File: config.mk
export PLATFORM = sky130hd
export DESIGN_NAME = timer_device
export DESIGN_NICKNAME = d
export VERILOG_FILES = /design/src/rtl/timer_device.sv
export SDC_FILE = /design/constraint.sdc
export NUM_CORES = 1
export LEC_CHECK = 0
export CAP_MARGIN = 20
export CORE_ASPECT_RATIO = 0.9
export CORE_UTILIZATION = 30
export CTS_CLUSTER_DIAMETER = 60
export DETAILED_ROUTE_END_ITERATION = 12
export PLACE_DENSITY = 0.5
export SETUP_SLACK_MARGIN = 0.1
export SLEW_MARGIN = 15
export SYNTH_ARGS = -nofsm -noshare
export SYNTH_HDL_FRONTEND = slang
export SYNTH_SLANG_ARGS = --single-unit
export TNS_END_PERCENT = 5
File: constraint.sdc
create_clock -name clk -period 3.15 [get_ports clk]
set_clock_uncertainty 0.1 [all_clocks]
set_input_delay 0.4725 -clock clk [delete_from_list [all_inputs] [get_ports clk]]
set_output_delay 0.4725 -clock clk [all_outputs]
set_load 0.02 [all_outputs]
File: src/rtl/timer_device.sv
// timer_device: memory-mapped countdown timer with one-shot and auto-reload
// modes. It answers bridge register accesses combinationally, decrements a
// counter every clock while enabled, and raises a level interrupt on expiry.
//
// state | meaning
// ------+-------------------------------------------------------------
// IDLE  | stopped; waits for CTRL.EN
// LOAD  | copies PRESET into COUNT
// CNT   | counts down; expiry sets pending, clearing EN stops the count
// INT   | one cycle after expiry; reloads (auto) or clears EN (one-shot)
module timer_device (
    input  logic        clk,
    input  logic        reset,
    input  logic        en,
    input  logic        we,
    input  logic [31:0] addr,
    input  logic [31:0] wdata,
    output logic [31:0] rdata,
    output logic        irq
);

    typedef enum logic [1:0] {
        ST_IDLE = 2'd0,
        ST_LOAD = 2'd1,
        ST_CNT  = 2'd2,
        ST_INT  = 2'd3
    } state_t;

    localparam logic [1:0] IDX_CTRL   = 2'd0;
    localparam logic [1:0] IDX_PRESET = 2'd1;
    localparam logic [1:0] IDX_COUNT  = 2'd2;
    localparam logic [1:0] MODE_AUTO  = 2'b01;

    state_t      state;
    logic        ctrl_en;
    logic [1:0]  ctrl_mode;
    logic        ctrl_im;
    logic [31:0] preset;
    logic [31:0] count;
    logic        pending;

    logic [1:0]  idx;
    logic        wr_ctrl;
    logic        wr_preset;
    logic        auto_reload;
    logic        expire;
    logic        unused_addr_bits;

    // Only the word index is decoded; the remaining address bits are don't-care.
    assign idx              = addr[3:2];
    assign unused_addr_bits = ^{addr[31:4], addr[1:0]};

    assign wr_ctrl     = en && we && (idx == IDX_CTRL);
    assign wr_preset   = en && we && (idx == IDX_PRESET);

    // MODE 10 and 11 fall back to one-shot behaviour.
    assign auto_reload = (ctrl_mode == MODE_AUTO);

    // Final decrement step: COUNT of 0 or 1 while still enabled in CNT.
    assign expire      = (state == ST_CNT) && ctrl_en && (count <= 32'd1);

    assign irq = pending && ctrl_im;

    // CPU-only configuration fields: MODE, IM and PRESET.
    always_ff @(posedge clk or posedge reset) begin
        if (reset) begin
            ctrl_mode <= 2'b00;
            ctrl_im   <= 1'b0;
            preset    <= 32'd0;
        end else begin
            if (wr_ctrl) begin
                ctrl_mode <= wdata[2:1];
                ctrl_im   <= wdata[3];
            end
            if (wr_preset) begin
                preset <= wdata;
            end
        end
    end

    // Sequencer: state, COUNT, pending and the EN bit shared with the CPU.
    always_ff @(posedge clk or posedge reset) begin
        if (reset) begin
            state   <= ST_IDLE;
            count   <= 32'd0;
            pending <= 1'b0;
            ctrl_en <= 1'b0;
        end else begin
            case (state)
                ST_IDLE: begin
                    if (ctrl_en) begin
                        state <= ST_LOAD;
                    end
                end
                ST_LOAD: begin
                    count <= preset;
                    state <= ST_CNT;
                end
                ST_CNT: begin
                    if (!ctrl_en) begin
                        state <= ST_IDLE;
                    end else if (count > 32'd1) begin
                        count <= count - 32'd1;
                    end else begin
                        count <= 32'd0;
                        state <= ST_INT;
                    end
                end
                ST_INT: begin
                    if (auto_reload) begin
                        state <= ST_LOAD;
                    end else begin
                        state <= ST_IDLE;
                    end
                end
                default: begin
                    state <= ST_IDLE;
                end
            endcase

            // A set on the same edge as any clear wins so no expiry is lost.
            if (expire) begin
                pending <= 1'b1;
            end else if (wr_ctrl || wr_preset) begin
                pending <= 1'b0;
            end else if ((state == ST_INT) && auto_reload) begin
                pending <= 1'b0;
            end

            // A CPU write of CTRL overrides the one-shot self-disable.
            if (wr_ctrl) begin
                ctrl_en <= wdata[0];
            end else if ((state == ST_INT) && !auto_reload) begin
                ctrl_en <= 1'b0;
            end
        end
    end

    // Side-effect-free register read mux, independent of the select strobe.
    always_comb begin
        rdata = 32'd0;
        case (idx)
            IDX_CTRL:   rdata = {28'd0, ctrl_im, ctrl_mode, ctrl_en};
            IDX_PRESET: rdata = preset;
            IDX_COUNT:  rdata = count;
            default:    rdata = 32'd0;
        endcase
    end

endmodule

-- Yosys cells after proc, flatten, opt, wreduce, memory -nomap -nowiden
Index checks and enable logic that the tools add are counted.
- register bits: 71
- output and inout bits: 33
- logic and storage cells: 50
- equality and inequality tests: 9
- reductions and logical operators: 17
- mux-type cells: 14
- $add $sub $neg: 1
- $lt $le $gt $ge: 2
- operator list (cell ; count):
    32-bit one-hot mux with 3 select lines ; 1
    32-bit two-way mux ; 2
    32-bit one-hot mux with 2 select lines ; 1
    32-bit by 1-bit > comparator with 1-bit output, second input constant ; 1
    32-bit by 1-bit <= comparator with 1-bit output, second input constant ; 1
    32-bit by 1-bit subtractor with 32-bit output, second input constant ; 1
    1-bit logical AND ; 8
    2-bit one-hot mux with 4 select lines ; 1
    2-bit by 1-bit == test with 1-bit output, second input constant ; 3
    2-bit == test, second input constant ; 3
    1-bit two-way mux ; 6
    2-bit two-way mux ; 3
    2-bit zero test ; 2
    2-bit inequality test, second input constant ; 2
    2-bit AND reduction ; 2
    2-bit nonzero test ; 2
    3-bit inequality test, second input constant ; 1
    3-bit nonzero test ; 1
    1-bit zero test ; 1
    1-bit logical OR ; 1

-- Depth between registers and ports, before layout
- depth after elaboration: 5
- gate-level depth with buffers: 8
- mapped depth without buffers: 7

-- Worst setup path before layout
Ideal clock, no wire load.
- kind: register -> register
- start point: register count[7]
- end point: register count[22]
- path slack: 0.378 ns
- arrival: 2.548 ns
- stages on the path, launching flop included: 9
- library setup time: 0.124 ns
- cell sequence: dfrtp_1 buf_6 or4_1 buf_2 or3_1 buf_2 or4_4 a31o_1 a211o_1
- word-level cells in the longest chain between the ends: 4
- elaborated cells between the ends (all ways): 5
- ends and longest elaborated chain (item ; RTL line ; source):
    start: declaration ; 39 ; logic [31:0] count;
    start signal: assignment ; 96 ; count <= preset;
    start signal: assignment ; 103 ; count <= count - 32'd1;
    32-bit by 1-bit subtractor with 32-bit output / 32-bit by 1-bit > comparator with 1-bit output (equally long branches) ; 103, 102 ;
    32-bit two-way mux * ; 102 ; end else if (count > 32'd1) begin
    32-bit two-way mux * ; 100 ; if (!ctrl_en) begin
    32-bit one-hot mux with 2 select lines * ; 89 ; case (state)
Mark *: on every way between the ends. The rest lies on a longest branch, timed or not. The select of a mux whose other input is x is not followed.
A chain may end at the register's enable or synchronous reset.

-- Worst setup path in the final report
- start point: input port addr[3]
- end point: output port rdata[16]
- word-level cells in the longest chain between the ends: 2
- elaborated cells between the ends (all ways): 4
- ends and longest elaborated chain (item ; RTL line ; source):
    start: declaration ; 16 ; input logic [31:0] addr,
    2-bit == test, or another cell as far along ; 142 ; case (idx)
    32-bit one-hot mux with 3 select lines * ; 142 ;
    end: declaration ; 18 ; output logic [31:0] rdata,
Mark *: on every way between the ends. The rest lies on a longest branch, timed or not.

==> run metrics <==
synthesized area=4010 sq um; worst-margin pin slew=686 ps; Clock Path Buffers=2; Power Density=801 nW/um^2; final setup margin=272 ps; Net Count, Synth=475; fraction of layout instances using a drive strength above 1=16.6%; Seq pwr share=37.6%; Clock Pin Slew Worst Setup and Hold Paths=60 ps; # Post-CTS Setup Buffers=0; CTS Buf Count=9; Die Width=124 um; die height=112 um; minimum clock period after layout=2880 ps; setup_tns=0 ps; CTS Root Cell=clkbuf_16; Synth Register Bits=71; Syn Area/Cell=9.91 sq um; Final ANT Viol Nets=0; Setup Crit Path Kind=in2out; max_slew headroom=53.9%; static leakage=0.00209 uW; initial antenna violation count=0; hpwl dp=8250 um; num rows=39; I/O pin total=101; worst path cell trace=clkdlybuf4s50_1 > nor2b_2 > buf_12 > a22o_1 > clkdlybuf4s50_1; CTS Hold Bufs=0; initial core utilization=31.1%; MaxCap Viol Count=0; pin count of the biggest net entering global routing=33; CTS tree=yes; n_diodes=0; vias in the first global route=3,549; crit-path max FO=28; CP max stage cell=clkdlybuf4s50_1; Critical Path AT=2310 ps; Post-synth top flop=dfrtp_1; RSZ-0062 raised after global routing=no; PostCTS Resize Cnt=0; Residual DRC=0; ys async rst share=100%; routed len/inst=18.3 um; final estimated routing congestion in global placement=0.849; Setup violations, final=0; Pint=2660 uW; Cells after Synth=405; drt total wl=11,800 um; total vias in the final route=3,581; kind of cell adding the most delay to the critical path=buffers and inverters; port bufs=70; outcome=finished clean; Worst Path Required=2580 ps; Synth-to-Final Area Change=32.2%; first-pass GRT wire length=19,200 um; Bufs and invs on worst path=3; CP endpoint kind=primary output; EDFF count, synth=0; full die area=13,800 sq um; worst vdd ir=0.000312 V; Yosys top cell area share=44.3%; Fmax=347 MHz; Final Hold Vio Count=0; Critical Path Source Type=primary input; H-tree Lvls=3; via-per-instance ratio=5.55; Yosys Warn Count=0; Clk Latency, worst-skew pair=340 ps; net switching power=1590 uW; post-synth top area cell=dfrtp_1; sequential cell area fraction in the yosys report=44.3%; top post-synthesis cells by area=dfrtp_1 (44%), mux2_2 (9.8%), a22o_1 (6.3%), nand2_1 (3.6%), or4_1 (2.8%); count of different cell masters after synthesis=49; number of DRC markers in iteration 0=252; Comb pwr share=37.1%; fin. max-slew vios=0; Core ar.=12,900 sq um; GR Overflow Total=0; CP max stage delay=620 ps; aggregate global-route resource usage=18.1%; Clk pwr share=25.3%; most used cell, CP=clkdlybuf4s50_1; Final Cycle Share=91.4%; worst slack at placement=260 ps; clock sinks=71; fin nets=546; HP Class=in2async; Switching Share=37.5%; Pre-antenna DRT Iters=4
power groups by stage:
stage	combinational, uW	clock (uW)	sequential (uW)
after detailed placement	1580	0	1600
after CTS	1590	1100	1590
after floorplan	1090	0	1470
after global routing	1740	1140	1660
after global placement	1560	0	1600
final	1580	1070	1600
synthesized netlist by cell type (2+ instances only):
library cell   n
dfrtp_1       71
nand2_1       38
mux2_2        35
a22o_1        29
clkbuf_1      26
nand3_1       22
o21ai_0       16
or4_1         15
nor4_1        12
a22oi_1       11
o211ai_1      11
a21oi_1       10
nand4_1        9
o311ai_0       9
nor3_1         8
or3_1          8
nor2_1         7
inv_1          6
and3_1         5
mux2i_1        5
nor2b_1        5
and2_1         4
a31oi_1        3
buf_1          3
nand2b_1       3
or2_2          3
a211o_1        2
a21boi_0       2
a221oi_1       2
buf_2          2
ha_1           2
nand3b_1       2
o221ai_1       2
o311a_1        2
layout by cell type, fill, tap and decap left out, types with 2 or more instances in the layout:
cell type / n
and2_1: 4
nand3b_1: 2
a22oi_1: 11
mux2_2: 35
o221ai_1: 2
nand2_1: 38
dfrtp_1: 71
or3_1: 8
a22o_1: 29
o311ai_0: 9
a221oi_1: 2
o21ai_0: 16
o311a_1: 2
or4_1: 15
a21boi_0: 2
nor2b_2: 3
nor3_1: 8
nor2_1: 7
and3_1: 5
or2_2: 3
nor4_1: 12
o211ai_1: 11
buf_4: 19
clkbuf_1: 3
inv_1: 5
clkdlybuf4s50_1: 70
mux2i_1: 5
a31oi_1: 3
buf_12: 3
a21oi_1: 10
bufinv_16: 2
nand4_1: 9
nor2b_1: 2
nand3_1: 22
ha_1: 2
a211o_1: 2
nand2b_1: 3
clkbuf_16: 9
clkinv_2: 2
metrics by stage:
step | cells | utilization [%] | hold WS (ps) | total power (uW) | area (sq um)
after detailed placement | 629 | 38.8 | 403 | 3180 | 5000
after global placement | 629 | 38.8 | 403 | 3160 | 5000
after CTS | 645 | 41.2 | 414 | 4280 | 5310
final | 645 | 41.2 | 407 | 4250 | 5310
after global routing | 645 | 41.2 | 440 | 4540 | 5310
after floorplan | 405 | - | 368 | 2560 | 4010
final timing paths:
check | startpoint | end | slack [ps] | cells past startpoint
min in group clk | preset[25] | count[25] | 420 | 2
min reg2reg | preset[25] | count[25] | 420 | 2
max | addr[3] | rdata[16] | 270 | 5
max reg2reg | count[10] | count[22] | 360 | 5
min | reset | preset[2] | 410 | 2
max in group asynchronous | reset | count[17] | 1870 | 3
cells by family (layout without fill, tap and decap cells):
kind of cell | Yosys count | after routing | share of synthesized area, %
AO/OA/AOI/OAI | 108 | 108 | 20.2
XOR/XNOR | 1 | 1 | 0.218
adder cells (fa/ha/maj) | 2 | 2 | 0.624
buffers and inverters | 38 | 114 | 3.80
flip-flops | 71 | 71 | 44.3
multiplexers | 40 | 40 | 11.1
AND/OR/NAND/NOR | 145 | 145 | 19.8
state kept, by name (all words and copies together), names as in the netlist:
register	cells
count	32
state	2
preset	32
ctrl_en	1
ctrl_mode	2
ctrl_im	1
pending	1
layer usage:
metal  up-vias  wire, um  track usage [%]
met5         -         0                0
met4         0        82             3.33
met1      1781      5860             26.0
met2        79      5370             27.4
met3         7       524             4.92
li1       1714         -                -
cell type report:
type | count | area (sq um)
clock buffers | 12 | 236
clock inverters | 4 | 70.1
fillers | 1315 | 7580
inverters | 6 | 22.5
multi-input cells | 296 | 2090
flip-flops and latches | 71 | 1780
well taps | 164 | 205
repair buffers | 92 | 903
(Power assumes the default switching activity.)
